<file path="src/rtl/bcd_display_driver.sv">
// bcd_display_driver
//   Time-multiplexed driver for a 4-digit common-anode 7-segment display.
//   Takes packed BCD from the binary-to-BCD stage, latches it into a pending
//   slot, and swaps it into the displayed word only at frame boundaries, so a
//   frame never shows a mix of old and new digits. Each digit is scanned for
//   DIGIT_PERIOD cycles. Leading zeros are blanked, and all anodes are released
//   on the first cycle of every slot so the previous digit's segments never
//   ghost onto the next anode.
//
// Ports
//   clk         system clock
//   reset       asynchronous active-low reset
//   bcd_code    packed BCD: [3:0] units .. [15:12] thousands
//   bcd_valid   level qualifier; bcd_code is captured on every edge it is high
//   seg         {g,f,e,d,c,b,a}, polarity set by SEG_ACTIVE_LOW
//   an          one-hot anode select (an[0] = units), polarity set by AN_ACTIVE_LOW
//   frame_tick  one-cycle pulse in the first cycle of each frame
//   shown_code  BCD word currently on the display
module bcd_display_driver #(
    parameter int unsigned DIGIT_PERIOD   = 6750,
    parameter bit          SEG_ACTIVE_LOW = 1'b1,
    parameter bit          AN_ACTIVE_LOW  = 1'b1,
    parameter bit          BLANK_LEADING  = 1'b1
) (
    input  logic        clk,
    input  logic        reset,
    input  logic [15:0] bcd_code,
    input  logic        bcd_valid,
    output logic [6:0]  seg,
    output logic [3:0]  an,
    output logic        frame_tick,
    output logic [15:0] shown_code
);

    localparam int unsigned      CNT_W    = (DIGIT_PERIOD > 2) ? $clog2(DIGIT_PERIOD) : 1;
    localparam logic [CNT_W-1:0] CNT_LAST = CNT_W'(DIGIT_PERIOD - 1);
    localparam logic [6:0]       SEG_OFF  = SEG_ACTIVE_LOW ? 7'h7F : 7'h00;
    localparam logic [3:0]       AN_OFF   = AN_ACTIVE_LOW ? 4'hF : 4'h0;

    logic [CNT_W-1:0] cnt_q, cnt_d;
    logic [1:0]       idx_q, idx_d;
    logic [15:0]      pending_q, pending_d;
    logic             pend_flag_q, pend_flag_d;
    logic [15:0]      shown_q, shown_d;
    logic             disp_en_q, disp_en_d;
    logic [6:0]       seg_q, seg_d;
    logic [3:0]       an_q, an_d;
    logic             frame_tick_q, frame_tick_d;

    logic             wrap;
    logic             boundary;
    logic [3:0]       nib;
    logic             upper_zero;
    logic             blank;
    logic [6:0]       seg_on;
    logic [3:0]       an_on;

    // Active-high segment pattern; codes 10-15 show a dash so a corrupted
    // BCD digit is visible rather than silently rendered as something else.
    function automatic logic [6:0] seg_decode(input logic [3:0] n);
        logic [6:0] s;
        case (n)
            4'd0:    s = 7'h3F;
            4'd1:    s = 7'h06;
            4'd2:    s = 7'h5B;
            4'd3:    s = 7'h4F;
            4'd4:    s = 7'h66;
            4'd5:    s = 7'h6D;
            4'd6:    s = 7'h7D;
            4'd7:    s = 7'h07;
            4'd8:    s = 7'h7F;
            4'd9:    s = 7'h6F;
            default: s = 7'h40;
        endcase
        return s;
    endfunction

    always_comb begin
        wrap        = (cnt_q == CNT_LAST);
        boundary    = wrap && (idx_q == 2'd3);

        cnt_d       = wrap ? '0 : cnt_q + 1'b1;
        idx_d       = wrap ? idx_q + 2'd1 : idx_q;

        pending_d   = pending_q;
        pend_flag_d = pend_flag_q;
        shown_d     = shown_q;
        disp_en_d   = disp_en_q;

        if (boundary && pend_flag_q) begin
            shown_d     = pending_q;
            disp_en_d   = 1'b1;
            pend_flag_d = 1'b0;
        end
        // Capture after the transfer so a word arriving on the boundary edge
        // stays pending for the next frame instead of being lost.
        if (bcd_valid) begin
            pending_d   = bcd_code;
            pend_flag_d = 1'b1;
        end

        // Outputs are computed from next-state values so the registered
        // seg/an line up with the cnt/idx/shown of the same cycle.
        case (idx_d)
            2'd0: begin
                nib        = shown_d[3:0];
                upper_zero = 1'b0;
            end
            2'd1: begin
                nib        = shown_d[7:4];
                upper_zero = (shown_d[15:4] == 12'h000);
            end
            2'd2: begin
                nib        = shown_d[11:8];
                upper_zero = (shown_d[15:8] == 8'h00);
            end
            default: begin
                nib        = shown_d[15:12];
                upper_zero = (shown_d[15:12] == 4'h0);
            end
        endcase

        blank        = BLANK_LEADING && upper_zero;
        seg_on       = (disp_en_d && !blank) ? seg_decode(nib) : 7'h00;
        // Anodes are released on cnt=0 of every slot to avoid ghosting.
        an_on        = (disp_en_d && (cnt_d != '0)) ? (4'b0001 << idx_d) : 4'b0000;

        seg_d        = seg_on ^ SEG_OFF;
        an_d         = an_on ^ AN_OFF;
        frame_tick_d = boundary;
    end

    always_ff @(posedge clk or negedge reset) begin
        if (!reset) begin
            cnt_q        <= '0;
            idx_q        <= 2'd0;
            pending_q    <= 16'h0000;
            pend_flag_q  <= 1'b0;
            shown_q      <= 16'h0000;
            disp_en_q    <= 1'b0;
            seg_q        <= SEG_OFF;
            an_q         <= AN_OFF;
            frame_tick_q <= 1'b0;
        end else begin
            cnt_q        <= cnt_d;
            idx_q        <= idx_d;
            pending_q    <= pending_d;
            pend_flag_q  <= pend_flag_d;
            shown_q      <= shown_d;
            disp_en_q    <= disp_en_d;
            seg_q        <= seg_d;
            an_q         <= an_d;
            frame_tick_q <= frame_tick_d;
        end
    end

    assign seg        = seg_q;
    assign an         = an_q;
    assign frame_tick = frame_tick_q;
    assign shown_code = shown_q;

endmodule

</file>
<file path="config.mk">
export PLATFORM = sky130hd
export DESIGN_NAME = bcd_display_driver
export DESIGN_NICKNAME = d
export VERILOG_FILES = /design/src/rtl/bcd_display_driver.sv
export SDC_FILE = /design/constraint.sdc
export NUM_CORES = 1
export LEC_CHECK = 0
export CAP_MARGIN = 20
export CORE_MARGIN = 3
export CORE_UTILIZATION = 25
export CTS_CLUSTER_SIZE = 28
export DETAILED_ROUTE_END_ITERATION = 16
export SLEW_MARGIN = 25
export SYNTH_ARGS = -nofsm -noshare
export SYNTH_HDL_FRONTEND = slang
export SYNTH_SLANG_ARGS = --single-unit
</file>
<file path="constraint.sdc">
create_clock -name clk -period 3.9 [get_ports clk]
set_input_delay 0.39 -clock clk [delete_from_list [all_inputs] [get_ports clk]]
set_output_delay 0.39 -clock clk [all_outputs]
set_load 0.05 [all_outputs]
</file>
==> impl_metrics.env, run 1 <==
export IMPL_synthCells=231
export IMPL_grt_pass1_vias=2055
export IMPL_ys_seq_area_share_pct=54.1
export IMPL_drive_gt1_share_pct=20.5
export IMPL_critical_path_endpoint_type="flop"
export IMPL_utilization_pct=34.2
export IMPL_skew_ns=0.00459
export IMPL_grt_max_degree=32
export IMPL_timing_fmax_ghz=0.334
export IMPL_drt_wl_total_mm=6.05
export IMPL_status="completed"
export IMPL_synth_nets=258
export IMPL_ir_worst_vdd_mv=0.199
export IMPL_start_util_pct=25.9
export IMPL_cp_arrival_ns=3.24
export IMPL_drtIter0Drc=66
export IMPL_met2_length_mm=2.70
export IMPL_cts_setup_buffers=0
export IMPL_r2r_setup_slack_ns=0.91
export IMPL_hold_buffers=0
export IMPL_design_area_um2=3750
export IMPL_stdcell_count=432
export IMPL_ys_types=46
export IMPL_worstMarginPinSlew_ns=0.837
export IMPL_synth_seq_cells=61
export IMPL_yosysWarnings=0
export IMPL_rsz0062_at_grt="false"
export IMPL_globalRouteOverflowTotal=0
export IMPL_report_final_slew_viol_count=0
export IMPL_die_h_um=113
export IMPL_synth_ff_type="dfrtp_1"
export IMPL_clockBufferDepth=2
export IMPL_cts_made_buffers=9
export IMPL_place_gp_congestion=0.773
export IMPL_hold_violations=0
export IMPL_cts_sinks=61
export IMPL_synth_commonest_cells="dfrtp_1 (50), inv_1 (23), mux2i_1 (20), mux2_2 (17), nand2_1 (15)"
export IMPL_maxCapViolations=0
export IMPL_die_area_um2=12700
export IMPL_place_area_um2=3480
export IMPL_yosys_top_cells_area="dfrtp_1 (44%), dfstp_2 (10%), mux2i_1 (7.0%)"
export IMPL_syn_mean_instance_area_um2=12.3
export IMPL_grt_first_pass_wirelength_mm=10.1
export IMPL_clk_latency_ns=0.32
export IMPL_yosysTopAreaCellShare_pct=43.9
export IMPL_drc_errors=0
export IMPL_yosys_area_top_type="dfrtp_1"
export IMPL_fp_dieW_um=113
export IMPL_slew_headroom_pct=44.0
export IMPL_async_reset_ff_share_pct=100
export IMPL_final_setup_tns_ns=0
export IMPL_hold_path_class="primary input to async pin"
export IMPL_rows=38
export IMPL_cp_max_fo=20
export IMPL_vias=1901
export IMPL_antenna_left=0
export IMPL_critPathKind="flop to flop"
export IMPL_synth_edff_count=0
export IMPL_synthMostInstantiatedCell="dfrtp_1"
export IMPL_setup_viol=0
export IMPL_finalCritPeriodShare_pct=76.7
export IMPL_whs_ns=0.117
export IMPL_cp_start_kind="flop"
export IMPL_core_region_area_um2=11000
export IMPL_crit_required_ns=4.15
export IMPL_wire_per_inst_um=14.0
export IMPL_cts_resized=0
export IMPL_power_density_nw_per_um2=383
export IMPL_m1WireLength_mm=2.92
export IMPL_highest_layer="met4"
export IMPL_h_tree_depth=3
export IMPL_first_pass_iters=4
export IMPL_netlist_area_um2=2850
export IMPL_grt_antenna_before_repair=0
export IMPL_grt_use_total_pct=10.1
export IMPL_dp_cells=416
export IMPL_routed_wl_met3_um=312
export IMPL_path_clk_slew_ns=0.05
export IMPL_cts_tree="yes"
export IMPL_antenna_cells=0
export IMPL_clk_root_buffer_cell="clkbuf_16"
export IMPL_fin_nets=314
export IMPL_via_per_inst=4.40
export IMPL_p_leak_nw=1.74
export IMPL_period_minus_slack_ns=2.99
export IMPL_syn_to_final_growth_pct=31.8
export IMPL_fill_cells=1091
export IMPL_ioPinCount=47
export IMPL_portBuffers=46
export IMPL_dp_hpwl_mm=4.49
==> area by class of cell <==
class	instances	area (um^2)	area share [%]
Inverter	26	97.6	2.60
Sequential cell	61	1540	41.0
Timing Repair Buffer	50	485	12.9
Clock buffer	14	264	7.04
Tap cell	140	175	4.67
Clock inverter	2	10.0	0.267
Multi-Input combinational cell	139	1180	31.4
==> flip-flops by register name (all words and copies together), names as in the netlist <==
| signal | cells |
|---|---|
| idx_q | 2 |
| disp_en_q | 1 |
| pend_flag_q | 1 |
| shown_code | 16 |
| cnt_q | 13 |
| frame_tick | 1 |
| seg | 7 |
| an | 4 |
| pending_q | 16 |
==> metrics by stage <==
stage                     total power [mW]  setup WS [ns]
after floorplan                      0.690           1.08
after global placement               0.727          0.959
after detailed placement             0.728          0.901
after CTS                             1.46          0.882
after global routing                  1.49          0.719
final                                 1.44          0.909
==> power breakdown <==
part           internal, mW  switching [mW]
Combinational        0.0315          0.0221
Clock                 0.462           0.258
Sequential            0.651          0.0117
Total                  1.14           0.292
==> critical path, stage by stage (launching register included) <==
cell,delay [ns]
dfrtp_1,0.41
inv_1,0.07
ha_1,0.14
nand4b_1,0.22
nor4_4,0.26
buf_4,0.35
mux2i_1,0.17
mux4_2,0.57
inv_1,0.10
ha_1,0.24
mux2_1,0.28
nand2_1,0.06
nand2_1,0.05
==> path summary, 6_finish.rpt <==
check,startpoint,end,cells after the start
max,cnt_q[1],seg[3],12
min,reset,pending_q[15],1
max reg2reg,cnt_q[1],seg[3],12
min reg2reg,pend_flag_q,pend_flag_q,1
max in group asynchronous,reset,an[2],2
min in group clk,pend_flag_q,pend_flag_q,1
==> layout by cell type (no fill, tap or decap), types with 7 or more instances in the layout <==
master            n
dfrtp_1          50
clkdlybuf4s50_1  45
inv_1            23
mux2i_1          20
mux2_2           17
nand2_1          15
nor2_1           14
dfstp_2          11
nand3_1          10
clkbuf_16         9
ha_1              8
xor2_1            7
==> kinds of logic (layout without fill, tap and decap cells) <==
family / count (synthesis) / in the layout / synth area share (%)
AND/OR/NAND/NOR: 58 / 58 / 12.1
buffers and inverters: 31 / 92 / 4.48
XOR/XNOR: 11 / 11 / 3.65
AO/OA/AOI/OAI: 19 / 19 / 4.39
adder cells (fa/ha/maj): 8 / 8 / 3.52
multiplexers: 43 / 43 / 17.8
flip-flops: 61 / 61 / 54.1
==> layer usage <==
| metal | vias up | track usage, % |
|---|---|---|
| met2 | 37 | 15.0 |
| met4 | 0 | 4.33 |
| met5 | - | 0 |
| met1 | 944 | 13.4 |
| met3 | 9 | 3.48 |
| li1 | 911 | - |
Note: power is estimated with default switching activity, not from simulation.
==> inputs of run 2 (changes only) <==
==> constraint.sdc (replaced) <==
create_clock -name clk -period 2.6 [get_ports clk]
set_input_delay 0.26 -clock clk [delete_from_list [all_inputs] [get_ports clk]]
set_output_delay 0.26 -clock clk [all_outputs]
set_load 0.05 [all_outputs]
==> run 2 against run 1 <==
The flow now finishes with violations (negative setup slack); non-clock buffer count increased by 38; via count increased by 7.7%; final area increased by 13%; power increased by 59%; die area unchanged; sequential cell count unchanged; maximum frequency increased by 7.5%; global-route usage increased by 0.71 points; routed wire length increased by 9.2%; sequential power increased by 50%; hold slack got worse by 0.11 ns; critical path type unchanged; critical endpoint is now seg[0].
==> impl_metrics.env, run 2 (synthesis gave the netlist of run 1 again) <==
export IMPL_status="complete, but fails checks"
export IMPL_violations="negative setup slack"
export IMPL_cts_made_buffers=9
export IMPL_drive_gt1_share_pct=34.5
export IMPL_portBuffers=46
export IMPL_crit_slowest_cell="mux4_2"
export IMPL_drtIter0Drc=58
export IMPL_via_per_inst=4.36
export IMPL_m1WireLength_mm=3.13
export IMPL_worst_slack_ns=-0.181
export IMPL_grt_antenna_before_repair=0
export IMPL_cp_endpoint="seg[0]"
export IMPL_slew_headroom_pct=43.7
export IMPL_maxCapViolations=0
export IMPL_r2r_setup_slack_ns=-0.18
export IMPL_totalPowerFinal_mw=2.29
export IMPL_wire_per_inst_um=14.0
export IMPL_reg2reg_to="seg[0]"
export IMPL_antenna_cells=0
export IMPL_place_area_um2=3740
export IMPL_grt_use_total_pct=10.8
export IMPL_die_h_um=113
export IMPL_rows=38
export IMPL_dp_hpwl_mm=4.83
export IMPL_final_common_cell="dfrtp_1"
export IMPL_drc_errors=0
export IMPL_cp_startpoint="cnt_q[1]"
export IMPL_core_region_area_um2=11000
export IMPL_vias=2048
export IMPL_ioPinCount=47
export IMPL_first_pass_iters=4
export IMPL_grt_pass1_vias=2171
export IMPL_start_util_pct=25.9
export IMPL_critical_path_endpoint_type="flop"
export IMPL_h_tree_depth=3
export IMPL_post_place_ws_ns=-0.138
export IMPL_report_final_slew_viol_count=0
export IMPL_period_minus_slack_ns=2.78
export IMPL_place_gp_congestion=0.798
export IMPL_reg2reg_depth=14
export IMPL_r2r_start="cnt_q[1]"
export IMPL_syn_to_final_growth_pct=49.2
export IMPL_multi_input_area_um2=1290
export IMPL_met2_length_mm=3.07
export IMPL_cp_max_fo=3
export IMPL_cts_sinks=61
export IMPL_hold_violations=0
export IMPL_cts_tree="yes"
export IMPL_power_density_nw_per_um2=539
export IMPL_antenna_left=0
export IMPL_hold_path_class="primary input to async pin"
export IMPL_cp_start_kind="flop"
export IMPL_setup_viol=7
export IMPL_worstMarginPinSlew_ns=0.842
export IMPL_crit_required_ns=2.85
export IMPL_design_area_um2=4250
export IMPL_routed_wl_met3_um=336
export IMPL_critPathKind="flop to flop"
export IMPL_fin_nets=352
export IMPL_die_area_um2=12700
export IMPL_finalCritPeriodShare_pct=107
export IMPL_timing_fmax_ghz=0.360
export IMPL_path_clk_slew_ns=0.05
export IMPL_cp_arrival_ns=3.03
export IMPL_cp_slowest_stage_delay_ns=0.57
export IMPL_mostFrequentLayoutCells="dfrtp_1 (50), clkdlybuf4s50_1 (45), buf_4 (34)"
export IMPL_clk_latency_ns=0.32
export IMPL_grt_max_degree=32
export IMPL_fp_dieW_um=113
export IMPL_p_leak_nw=1.98
export IMPL_clockBufferDepth=2
export IMPL_fill_cells=1039
export IMPL_drt_wl_total_mm=6.60
export IMPL_clk_root_buffer_cell="clkbuf_16"
export IMPL_ir_worst_vdd_mv=0.296
export IMPL_rsz0062_at_grt="true"
export IMPL_globalRouteOverflowTotal=0
export IMPL_skew_ns=0.00639
export IMPL_path_cells="inv_1, ha_2, nand4b_1, buf_4, nor3_4, buf_6, xnor2_4, inv_2, mux4_2, buf_6, ha_4, mux2_4, nand2_2, nand2_2"
export IMPL_layout_area_seq_um2=1540
export IMPL_grt_first_pass_wirelength_mm=10.8
export IMPL_highest_layer="met4"
run 2: cell count changes in the layout (fill, tap and decap cells not counted), moves of 3 or more:
cell,previous run,this run
ha_4,0,3
buf_4,4,34
nand2_1,15,12
buf_12,0,3
nand2_2,0,3
ha_1,8,3
buf_6,0,5
run 2: final cells by class:
cell class / instances / area share [%]
inverters: 26 / 2.30
well taps: 140 / 4.12
clock buffers: 13 / 6.36
repair buffers: 88 / 19.5
clock inverters: 3 / 1.00
multi-input cells: 139 / 30.5
flip-flops and latches: 61 / 36.3
run 2: routing by layer:
| layer | GRT usage [%] | vias to the layer above |
|---|---|---|
| met5 | 0 | - |
| met4 | 3.13 | 0 |
| met3 | 4.01 | 7 |
| met2 | 16.3 | 42 |
| met1 | 14.6 | 1009 |
| li1 | - | 990 |
run 2: where the power goes:
group,switching (mW),total [mW],internal [mW],leakage (nW)
Combinational,0.0338,0.0833,0.0495,1.07
Sequential,0.0169,0.994,0.977,0.758
Clock,0.394,1.21,0.818,0.152
Total,0.445,2.29,1.84,1.98
run 2: worst max-delay path: cells and delay by family (launching register included):
family / cells / cell delay (ns)
multiplexers: 2 / 0.84
flip-flops: 1 / 0.37
adder cells (fa/ha/maj): 2 / 0.29
buffers and inverters: 5 / 0.62
XOR/XNOR: 1 / 0.08
AND/OR/NAND/NOR: 4 / 0.51
run 2: worst min-delay path by stage:
| stage | startpoint | end | depth (start not counted) |
|---|---|---|---|
| finish | reset | cnt_q[4] | 1 |
| global route | reset | cnt_q[3] | 1 |
| CTS | reset | idx_q[1] | 1 |
| detailed placement | reset | frame_tick | 1 |
| global placement | reset | pend_flag_q | 1 |
| floorplan | reset | cnt_q[0] | 0 |
run 2: repair_timing:
action	4_1_cts	5_1_grt
hold buffers	0	0
setup endpoints to repair	7	7
pin swaps	2	9
gates resized for setup	8	19
buffers inserted	2	5
run 2: per-stage QoR:
stage	instances	hold slack (ns)	util [%]	setup TNS (ns)
6_report	470	0.00801	38.7	-0.978
5_1_grt	470	0.0705	38.7	-1.89
4_1_cts	465	0.0370	37.3	-0.188
3_5_place_dp	447	0.377	34.1	-0.542
3_3_place_gp	447	0.369	34.1	-0.181
2_1_floorplan	231	-0.0356	-	-0.244
==> inputs of run 3 (changes only) <==
--- a/config.mk
+++ b/config.mk
@@ -6,6 +6,7 @@
 export NUM_CORES = 1
 export LEC_CHECK = 0
 export CAP_MARGIN = 20
+export CORE_ASPECT_RATIO = 1.2
 export CORE_MARGIN = 3
 export CORE_UTILIZATION = 25
 export CTS_CLUSTER_SIZE = 28
==> run 3 against run 2 <==
The flow still finishes with violations (negative setup slack); via count increased by 3.8%; first-iteration DRC count increased by 40%; maximum frequency decreased by 0.27%; hold slack improved by 0.45 ns; non-clock buffer count increased by 8; clock skew decreased by 0.00057 ns; largest power group unchanged.
==> impl_metrics.env, run 3 (synthesis gave the netlist of run 1 again) <==
export IMPL_ir_worst_vdd_mv=0.298
export IMPL_fin_nets=360
export IMPL_globalRouteOverflowTotal=0
export IMPL_skew_ns=0.00582
export IMPL_critical_path_endpoint_type="flop"
export IMPL_grt_max_degree=26
export IMPL_cp_slowest_stage_delay_ns=0.50
export IMPL_final_setup_tns_ns=-1.04
export IMPL_vias=2125
export IMPL_wire_per_inst_um=14.6
export IMPL_report_final_slew_viol_count=0
export IMPL_hold_violations=0
export IMPL_hold_path_class="primary input to async pin"
export IMPL_busiest_layer="met2"
export IMPL_grt_antenna_before_repair=0
export IMPL_start_util_pct=25.7
export IMPL_status="complete, but fails checks"
export IMPL_met3_usage_pct=3.16
export IMPL_ioPinCount=47
export IMPL_worstMarginPinSlew_ns=0.906
export IMPL_fp_dieW_um=103
export IMPL_first_pass_iters=4
export IMPL_path_clk_slew_ns=0.05
export IMPL_critPathKind="flop to flop"
export IMPL_maxCapViolations=0
export IMPL_reg2reg_depth=14
export IMPL_violations="negative setup slack"
export IMPL_place_gp_congestion=0.836
export IMPL_grt_use_total_pct=12.2
export IMPL_met2_usage_pct=19.5
export IMPL_drc_errors=0
export IMPL_clockBufferDepth=2
export IMPL_timing_fmax_ghz=0.359
export IMPL_antenna_cells=0
export IMPL_fill_cells=1057
export IMPL_slew_headroom_pct=39.4
export IMPL_die_area_um2=12700
export IMPL_mostFrequentLayoutCells="dfrtp_1 (50), clkdlybuf4s50_1 (45), buf_4 (39)"
export IMPL_power_density_nw_per_um2=526
export IMPL_drt_wl_total_mm=7.18
export IMPL_grt_first_pass_wirelength_mm=11.6
export IMPL_cp_max_fo=4
export IMPL_grt_pass1_vias=2203
export IMPL_p_leak_nw=2.04
export IMPL_drive_gt1_share_pct=41.1
export IMPL_multi_input_area_um2=1390
export IMPL_layout_area_seq_um2=1540
export IMPL_core_region_area_um2=11100
export IMPL_path_cells="inv_1, ha_2, nand4b_1, buf_4, nor4_4, buf_4, buf_6, mux2i_4, mux4_2, buf_6, ha_2, mux2_2, nand2_2, nand2_2"
export IMPL_finalCritPeriodShare_pct=107
export IMPL_crit_required_ns=2.86
export IMPL_rsz0062_at_grt="true"
export IMPL_antenna_left=0
export IMPL_grtUsageMet1_pct=14.9
export IMPL_clk_root_buffer_cell="clkbuf_16"
export IMPL_cp_start_kind="flop"
export IMPL_dp_hpwl_mm=5.24
export IMPL_via_per_inst=4.32
export IMPL_h_tree_depth=3
export IMPL_period_minus_slack_ns=2.79
export IMPL_rows=42
export IMPL_portBuffers=46
export IMPL_cts_made_buffers=9
export IMPL_die_h_um=123
export IMPL_cts_sinks=61
export IMPL_worst_slack_ns=-0.188
export IMPL_whs_ns=0.462
export IMPL_cp_arrival_ns=3.05
export IMPL_drtIter0Drc=81
export IMPL_cts_tree="yes"
export IMPL_syn_to_final_growth_pct=54.5
export IMPL_crit_slowest_cell="mux4_2"
export IMPL_setup_viol=7
export IMPL_final_common_cell="dfrtp_1"
export IMPL_clk_latency_ns=0.34
run 3: cell types whose count changed in the layout (fill, tap and decap cells not counted), sizes merged:
cell	before	now
dlygate4sd3	0	1
clkbuf	13	12
clkinvlp	1	0
clkinv	2	4
buf	43	50
run 3: worst max-delay path: cells and delay by family (launching register included):
kind / cells / cell delay [ns]
muxes: 3 / 0.85
buffers and inverters: 5 / 0.69
and+or+nand+nor: 4 / 0.50
DFF: 1 / 0.38
adders and majority gates: 2 / 0.31
run 3: path summary, 6_finish.rpt:
path / start / to / slack [ns]
setup / recovery: cnt_q[1] / seg[0] / -0.19
hold / removal: reset / pend_flag_q / 0.46
setup reg to reg: cnt_q[1] / seg[0] / -0.19
hold reg to reg: pend_flag_q / pend_flag_q / 0.49
max in group asynchronous: reset / seg[3] / 1.40
min in group clk: pend_flag_q / pend_flag_q / 0.49
run 3: area by class of cell:
| cell class | count | area share, % |
|---|---|---|
| Tap cell | 154 | 4.38 |
| Sequential cell | 61 | 35.0 |
| Multi-Input combinational cell | 139 | 31.5 |
| Clock inverter | 4 | 1.02 |
| Clock buffer | 12 | 6.06 |
| Inverter | 26 | 2.25 |
| Timing Repair Buffer | 96 | 19.8 |
run 3: metal layers:
layer | up-vias | wire, um
li1 | 1008 | -
met1 | 1048 | 2950
met2 | 54 | 3730
met3 | 15 | 292
met4 | 0 | 208
met5 | - | 0
run 3: power by group:
group	switching, mW	internal, mW	leakage (nW)	total, mW
logic	0.0336	0.0510	1.12	0.0847
clock network	0.417	0.814	0.158	1.23
registers	0.0238	0.977	0.758	1.00
total	0.475	1.84	2.04	2.32
run 3: timing repair:
| action | CTS | global route |
|---|---|---|
| endpoints found under the hold margin | 19 | 0 |
| hold buffers | 1 | 0 |
| pin swaps | 5 | 5 |
| cloned | 0 | 0 |
| setup endpoints to repair | 7 | 7 |
| resized for setup | 31 | 21 |
| buffers inserted | 8 | 2 |
run 3: per-stage QoR:
stage	setup slack, ns	util, %	power [mW]	std cells	area, um^2
after floorplan	-0.192	-	1.03	231	2860
after global placement	-0.163	34.2	1.09	468	3790
after detailed placement	-0.220	34.2	1.10	468	3790
after CTS	-0.139	38.7	2.33	492	4300
after global routing	-0.309	39.7	2.39	492	4400
final	-0.188	39.7	2.32	492	4400
